==> src/rtl/fft32_input_framer_if.sv <==
// ---------------------------------------------------------------------------
// fft32_input_framer_if
// Bundle of signals between a sample producer / FFT consumer and the
// fft32_input_framer block.
//
// Signals:
//   s_valid, s_ready, s_last, s_re, s_im : streaming complex-sample input.
//   m_valid, m_ready, m_re, m_im         : whole-frame output. Lane k is
//                                          m_re[k*DW +: DW] and feeds FFT input rk.
//   m_err                                : one-cycle framing-error pulse.
//
// Modports:
//   master : the environment (sample producer plus FFT consumer).
//   slave  : the framer.
// ---------------------------------------------------------------------------
interface fft32_input_framer_if #(
  parameter int DW  = 2,
  parameter int NPT = 32
);
  logic                 s_valid;
  logic                 s_ready;
  logic                 s_last;
  logic signed [DW-1:0] s_re;
  logic signed [DW-1:0] s_im;
  logic                 m_valid;
  logic                 m_ready;
  logic [NPT*DW-1:0]    m_re;
  logic [NPT*DW-1:0]    m_im;
  logic                 m_err;

  modport master (
    output s_valid, s_last, s_re, s_im, m_ready,
    input  s_ready, m_valid, m_re, m_im, m_err
  );

  modport slave (
    input  s_valid, s_last, s_re, s_im, m_ready,
    output s_ready, m_valid, m_re, m_im, m_err
  );
endinterface

==> src/rtl/fft32_input_framer.sv <==
// ---------------------------------------------------------------------------
// fft32_input_framer
// Serial-to-parallel framer in front of the 32-point DIF FFT. It collects 32
// complex samples into one of two ping-pong banks. A full bank is presented as
// flat real/imag buses until the FFT accepts it, and the other bank fills in
// the meantime.
//
// Ports:
//   clk    : system clock, rising edge.
//   rst_n  : asynchronous active-low reset. Clears both banks and all flags.
//   bus    : fft32_input_framer_if.slave
//            s_valid/s_ready/s_last/s_re/s_im : sample stream in.
//            m_valid/m_ready/m_re/m_im        : frame out (lane k -> FFT rk).
//            m_err                            : one-cycle framing-error pulse.
//
// Build option:
//   FFT32_FRAMER_BITREV_EN : when defined, sample n is stored in lane
//                            bitrev5(n), so the frame comes out in bit-reversed
//                            order. When undefined, sample n goes to lane n.
// ---------------------------------------------------------------------------
module fft32_input_framer #(
  parameter int DW  = 2,
  parameter int NPT = 32
) (
  input  logic                 clk,
  input  logic                 rst_n,
  fft32_input_framer_if.slave  bus
);

  typedef enum logic [1:0] {
    EMPTY   = 2'd0,
    FILLING = 2'd1,
    FULL    = 2'd2
  } bank_state_t;

  bank_state_t          state_reg  [2];
  bank_state_t          state_next [2];
  logic                 wr_bank_reg, wr_bank_next;
  logic                 rd_bank_reg, rd_bank_next;
  logic [4:0]           wr_idx_reg, wr_idx_next;
  logic                 s_ready_reg, s_ready_next;
  logic                 m_valid_reg, m_valid_next;
  logic                 m_err_reg, m_err_next;

  logic signed [DW-1:0] re_mem [2][NPT];
  logic signed [DW-1:0] im_mem [2][NPT];

  logic                 accept;
  logic                 consume;
  logic                 last_idx;
  logic                 early_last;
  logic                 write_en;
  logic [4:0]           wr_lane;

  // Lane in which the current sample is stored.
`ifdef FFT32_FRAMER_BITREV_EN
  assign wr_lane = {wr_idx_reg[0], wr_idx_reg[1], wr_idx_reg[2], wr_idx_reg[3], wr_idx_reg[4]};
`else
  assign wr_lane = wr_idx_reg;
`endif

  assign accept     = bus.s_valid & s_ready_reg;
  assign consume    = m_valid_reg & bus.m_ready;
  assign last_idx   = (wr_idx_reg == 5'd31);
  // An s_last before index 31 drops the partial frame. The s_last sample is
  // not stored.
  assign early_last = accept & bus.s_last & ~last_idx;
  assign write_en   = accept & ~early_last;

  // Next-state logic for both bank FSMs and the shared pointers.
  always_comb begin
    wr_bank_next = wr_bank_reg;
    rd_bank_next = rd_bank_reg;
    wr_idx_next  = wr_idx_reg;
    m_err_next   = 1'b0;

    for (int b = 0; b < 2; b++) begin
      state_next[b] = state_reg[b];
      // The read bank is FULL and the write bank is not, so these two updates
      // never target the same bank in one cycle.
      if (consume && (rd_bank_reg == 1'(b))) begin
        state_next[b] = EMPTY;
      end
      if (accept && (wr_bank_reg == 1'(b))) begin
        if (early_last) begin
          state_next[b] = EMPTY;
        end else if (last_idx) begin
          state_next[b] = FULL;
        end else begin
          state_next[b] = FILLING;
        end
      end
    end

    if (consume) begin
      rd_bank_next = ~rd_bank_reg;
    end

    if (accept) begin
      if (early_last) begin
        wr_idx_next = 5'd0;
        m_err_next  = 1'b1;
      end else if (last_idx) begin
        wr_idx_next  = 5'd0;
        wr_bank_next = ~wr_bank_reg;
        m_err_next   = ~bus.s_last;
      end else begin
        wr_idx_next = wr_idx_reg + 5'd1;
      end
    end

    // s_ready looks at the post-edge state. This closes the input in the same
    // cycle in which both banks become FULL, so a held frame is never overwritten.
    s_ready_next = (state_next[wr_bank_next] != FULL);

    // m_valid looks at the pre-edge bank state. A frame completed at edge N
    // appears after edge N+1. A bank that is already FULL can follow a consumed
    // frame back-to-back, with no gap.
    if (consume) begin
      m_valid_next = (state_reg[~rd_bank_reg] == FULL);
    end else begin
      m_valid_next = (state_reg[rd_bank_reg] == FULL);
    end
  end

  always_ff @(posedge clk or negedge rst_n) begin
    if (!rst_n) begin
      state_reg[0] <= EMPTY;
      state_reg[1] <= EMPTY;
      wr_bank_reg  <= 1'b0;
      rd_bank_reg  <= 1'b0;
      wr_idx_reg   <= 5'd0;
      s_ready_reg  <= 1'b0;
      m_valid_reg  <= 1'b0;
      m_err_reg    <= 1'b0;
    end else begin
      state_reg[0] <= state_next[0];
      state_reg[1] <= state_next[1];
      wr_bank_reg  <= wr_bank_next;
      rd_bank_reg  <= rd_bank_next;
      wr_idx_reg   <= wr_idx_next;
      s_ready_reg  <= s_ready_next;
      m_valid_reg  <= m_valid_next;
      m_err_reg    <= m_err_next;
    end
  end

  // Bank storage. Every lane drives the output in parallel, so the banks are
  // built from flops and are cleared on reset.
  always_ff @(posedge clk or negedge rst_n) begin
    if (!rst_n) begin
      for (int b = 0; b < 2; b++) begin
        for (int k = 0; k < NPT; k++) begin
          re_mem[b][k] <= '0;
          im_mem[b][k] <= '0;
        end
      end
    end else if (write_en) begin
      re_mem[wr_bank_reg][wr_lane] <= bus.s_re;
      im_mem[wr_bank_reg][wr_lane] <= bus.s_im;
    end
  end

  assign bus.s_ready = s_ready_reg;
  assign bus.m_valid = m_valid_reg;
  assign bus.m_err   = m_err_reg;

  // Output lanes come from the read bank. rd_bank only changes on a handshake,
  // so the data stays stable while m_valid is high.
  for (genvar gi = 0; gi < NPT; gi++) begin : g_lane
    assign bus.m_re[gi*DW +: DW] = re_mem[rd_bank_reg][gi];
    assign bus.m_im[gi*DW +: DW] = im_mem[rd_bank_reg][gi];
  end

endmodule
==> src/flat_wrapper.sv <==
// flat-port wrapper written by rule: the top's interface ports become plain ports
module fft32_input_framer_flat 
#(
  parameter int DW  = 2,
  parameter int NPT = 32
)
  (clk, rst_n, bus_s_valid, bus_s_last, bus_s_re, bus_s_im, bus_m_ready, bus_s_ready, bus_m_valid, bus_m_re, bus_m_im, bus_m_err);
  fft32_input_framer_if #(.DW(DW), .NPT(NPT)) bus_i ();
  input  logic clk;
  input  logic rst_n;
  input wire logic [$bits(bus_i.s_valid)-1:0] bus_s_valid;
  input wire logic [$bits(bus_i.s_last)-1:0] bus_s_last;
  input wire logic [$bits(bus_i.s_re)-1:0] bus_s_re;
  input wire logic [$bits(bus_i.s_im)-1:0] bus_s_im;
  input wire logic [$bits(bus_i.m_ready)-1:0] bus_m_ready;
  output wire logic [$bits(bus_i.s_ready)-1:0] bus_s_ready;
  output wire logic [$bits(bus_i.m_valid)-1:0] bus_m_valid;
  output wire logic [$bits(bus_i.m_re)-1:0] bus_m_re;
  output wire logic [$bits(bus_i.m_im)-1:0] bus_m_im;
  output wire logic [$bits(bus_i.m_err)-1:0] bus_m_err;
  assign bus_i.s_valid = bus_s_valid;
  assign bus_i.s_last = bus_s_last;
  assign bus_i.s_re = bus_s_re;
  assign bus_i.s_im = bus_s_im;
  assign bus_i.m_ready = bus_m_ready;
  assign bus_s_ready = bus_i.s_ready;
  assign bus_m_valid = bus_i.m_valid;
  assign bus_m_re = bus_i.m_re;
  assign bus_m_im = bus_i.m_im;
  assign bus_m_err = bus_i.m_err;
  fft32_input_framer #(.DW(DW), .NPT(NPT)) u_core (.clk(clk), .rst_n(rst_n), .bus(bus_i));
endmodule
==> config.mk <==
export PLATFORM = sky130hd
export DESIGN_NAME = fft32_input_framer_flat
export DESIGN_NICKNAME = d
export VERILOG_FILES = /design/src/rtl/fft32_input_framer_if.sv /design/src/rtl/fft32_input_framer.sv /design/src/flat_wrapper.sv
export SDC_FILE = /design/constraint.sdc
export NUM_CORES = 1
export LEC_CHECK = 0
export CAP_MARGIN = 30
export CORE_MARGIN = 5
export CORE_UTILIZATION = 36
export DETAILED_ROUTE_END_ITERATION = 10
export MAX_ROUTING_LAYER = met4
export PLACE_DENSITY = 0.57
export SETUP_SLACK_MARGIN = 0.02
export SLEW_MARGIN = 20
export SYNTH_ARGS = -nofsm -noshare
export SYNTH_HDL_FRONTEND = slang
export SYNTH_SLANG_ARGS = --single-unit
==> constraint.sdc <==
create_clock -name clk -period 7 [get_ports clk]
set_input_delay 1.05 -clock clk [delete_from_list [all_inputs] [get_ports clk]]
set_output_delay 1.05 -clock clk [all_outputs]
set_load 0.02 [all_outputs]
==> reports/qor.yml <==
die:
  coreArea_um2: 35660
  rows: 69
  die_x_um: 200.3
  die_area_um2: 40110
  ios: 140
  die_y_um: 200.3
  start_util: 0.3656
grt:
  grt_pass1_vias: 8234
  grt_pass1_wl_mm: 50.22
  grt_max_degree: 119
  grt_antenna_before_repair: 0
  grt_usage: 0.1589
  grt_overflow_total: 0
drt:
  drcViolationCount: 0
  drt-total-wl_mm: 31.20
  ant_nets: 0
  wl_per_cell_um: 21.52
  viasPerCell: 5.075
  dr.first_iter.drc_count: 212
  dr.pass1.iters: 4
  vias: 7359
clocking:
  clkSlewWorstSetupHoldPaths_ns: 0.06
  postCtsSetupBuffers: 0
  numCtsBuffers: 31
  cts_hold_buf: 0
  htreeDepth: 1
  clk_path_buf_depth: 3
  cts_tree: "done"
  cts_sinks: 270
  clk_root_buffer_cell: "clkbuf_16"
  worstSkewPairLatency_ns: 0.55
  postCtsResizedCells: 0
synthesis:
  async_flop_share: 1.000
  synthTopCellsByArea: "dfrtp_1 52%, mux2_2 32%, nor4_4 7.2%, nor3_2 1.0%, clkbuf_1 0.98%"
  ys_seq_elements: 270
  synth_top_area_cell: "dfrtp_1"
  synth_fp_nets: 863
  synth_top_area_frac: 0.5183
  ys.warnings.count: 0
  syn-mean-instance-area_um2: 15.35
  syn-cell-area_um2: 13040
  ys_seq_area_frac: 0.5183
  synth-main-ff-cell: "dfrtp_1"
  yosysUniqueCellTypes: 40
  synth_edf_count: 0
  synthCells: 849
power_and_ir_drop:
  ir_worst_vdd_mv: 0.1613
  p_comb_frac: 0.096
  p_sw_w: 0.0008592
  pwr-share-seq: 0.467
  cellLeakagePower_nw: 7.257
  clock_power_share: 0.437
  power_density_nw_per_um2: 223.3
  p_int_w: 0.002668
  swShare: 0.2436
run_status:
  status: "completed"
cells_and_area:
  area_growth_syn_to_layout_pct: 21.16
  nets: 982
  final_layout_size_suffix_gt1_frac: 0.5121
  fin_util: 0.4429
  fillers: 3228
hold_path:
  hold_end: "u_core.re_mem[78]"
  hp-class: "reg2reg"
  min_from: "u_core.re_mem[78]"
  whs_path_depth: 1
placement:
  place_congestion: 0.7184
  hpwl_mm: 19.34
  io_buffer_count: 139
worst_setup_path:
  r2r_start: "u_core.wr_idx_reg[0]"
  ff2ff_path_depth: 8
  reg2reg_to: "u_core.re_mem[65]"
  ff2ff_setup_slack_ns: 3.57
  cp-end-kind: "output pin"
  arrival_ns: 3.13
  cp_data_required_time_ns: 5.95
  path_max_fanout: 53
  startpoint_type: "flop"
  path_class: "reg2out"
flow_run:
  maxCapViolCount: 0
timing:
  setup_tns_ns: 0
  max_slew.worst_pin.slew_ns: 0.9469
  period_share: 0.5978
  setup_viol: 0
  holdWs_ns: 0.4820
  report.final.hold_viol_count: 0
  rsz0062_at_grt: "no"
  fmax_mhz: 239.0
  fin_crit_ns: 4.184
  relSlewSlack: 0.3674
  skew_ns: 0.01270
  slew_violations: 0
[area by class of cell]
type | count | area [µm²] | area share
Sequential cell | 270 | 6760 | 0.4281
Clock buffer | 50 | 917.1 | 0.05807
Multi-Input combinational cell | 508 | 5944 | 0.3764
Clock inverter | 3 | 42.54 | 0.002694
Tap cell | 461 | 576.8 | 0.03652
Timing Repair Buffer | 153 | 1534 | 0.09713
Antenna cell | 1 | 2.502 | 0.0001585
Inverter | 4 | 15.01 | 0.0009507
[metrics by stage]
step	area, µm²	cells	setup WS, ns	power (W)
global route	15790	1449	2.670	0.003675
CTS	15790	1449	2.688	0.003592
global placement	14770	1393	3.242	0.002011
detailed placement	14830	1396	3.211	0.002018
floorplan	13040	849	4.427	0.001870
finish	15790	1450	2.816	0.003527
[cell families (layout without fill, tap and decap cells)]
kind of cell	count (synthesis)	after routing	share of synthesized area
buf+inv	71	210	0.02678
other cells	0	1	0
xor+xnor	3	3	0.002016
fa+ha+maj	5	5	0.004799
simple gates	100	100	0.1068
mux	386	386	0.3333
compound gates	14	14	0.007968
flops	270	270	0.5183
[layout by cell type, fill, tap and decap left out, drive strengths merged]
master	netlist	routed
clkinv	0	1
and3	1	1
and3b	2	2
nor2b	1	1
o21ai	4	4
ha	5	5
nand3b	3	3
a22o	4	4
dfrtp	270	270
mux2i	2	2
diode	0	1
nor4b	2	2
nand4b	3	3
nor4	44	44
o31ai	1	1
clkdlybuf4s50	0	134
bufinv	0	1
nand2b	5	5
nand3	5	5
or3	1	1
a31oi	1	1
buf	33	19
or3b	3	3
nor3	18	18
a311oi	2	2
nand4	2	2
xnor2	3	3
clkinvlp	0	1
clkbuf	34	50
mux2	384	384
o2bb2ai	2	2
nor2	4	4
nand2	6	6
inv	4	4
[routing by layer]
layer	track usage	wire length (µm)
met1	0.2289	15450
met5	-	0
met4	0.03319	569
met2	0.2396	14110
met3	0.02539	1079
[worst max path at each step]
stage                        end  slack [ns]                from
6_report            bus_m_re[13]        2.82  u_core.rd_bank_reg
5_1_grt             bus_m_re[13]        2.67  u_core.rd_bank_reg
4_1_cts             bus_m_im[63]        2.69  u_core.rd_bank_reg
3_5_place_dp   u_core.re_mem[65]        3.21          bus_s_last
3_3_place_gp   u_core.im_mem[64]        3.24          bus_s_last
2_1_floorplan       bus_m_im[10]        4.43  u_core.rd_bank_reg
[critical path, cell delays in order (launching register included)]
cell             delay, ns
dfrtp_4               0.81
buf_4                 0.71
mux2_2                0.43
clkdlybuf4s50_1       0.56
[power by group through the flow]
| stage | Sequential [W] | Clock (W) | Combinational [W] |
|---|---|---|---|
| after floorplan | 0.00166 | 0 | 0.000211 |
| after global placement | 0.00167 | 0 | 0.000338 |
| after detailed placement | 0.00167 | 0 | 0.000344 |
| after CTS | 0.00165 | 0.00160 | 0.000348 |
| after global routing | 0.00165 | 0.00165 | 0.000369 |
| final | 0.00165 | 0.00154 | 0.000340 |
[Yosys cell counts (2+ instances only)]
cell and instances:
or3b_1 3, nand2b_1 5, mux2i_1 2, nor3_2 13, nand2_2 2, a22o_1 4
nor3_1 4, a311oi_1 2, dfrtp_1 270, and3b_1 2, nor4_4 44, nand3_1 4
ha_1 5, buf_1 4, xnor2_1 3, mux2_2 375, buf_2 12, o2bb2ai_1 2
buf_4 16, nand3b_2 2, nor2_1 4, nand4b_1 2, clkbuf_1 34, nor4b_2 2
o21ai_0 4, mux2_1 9, nand2_1 4, inv_1 4
Power figures use the tool's default switching activity.
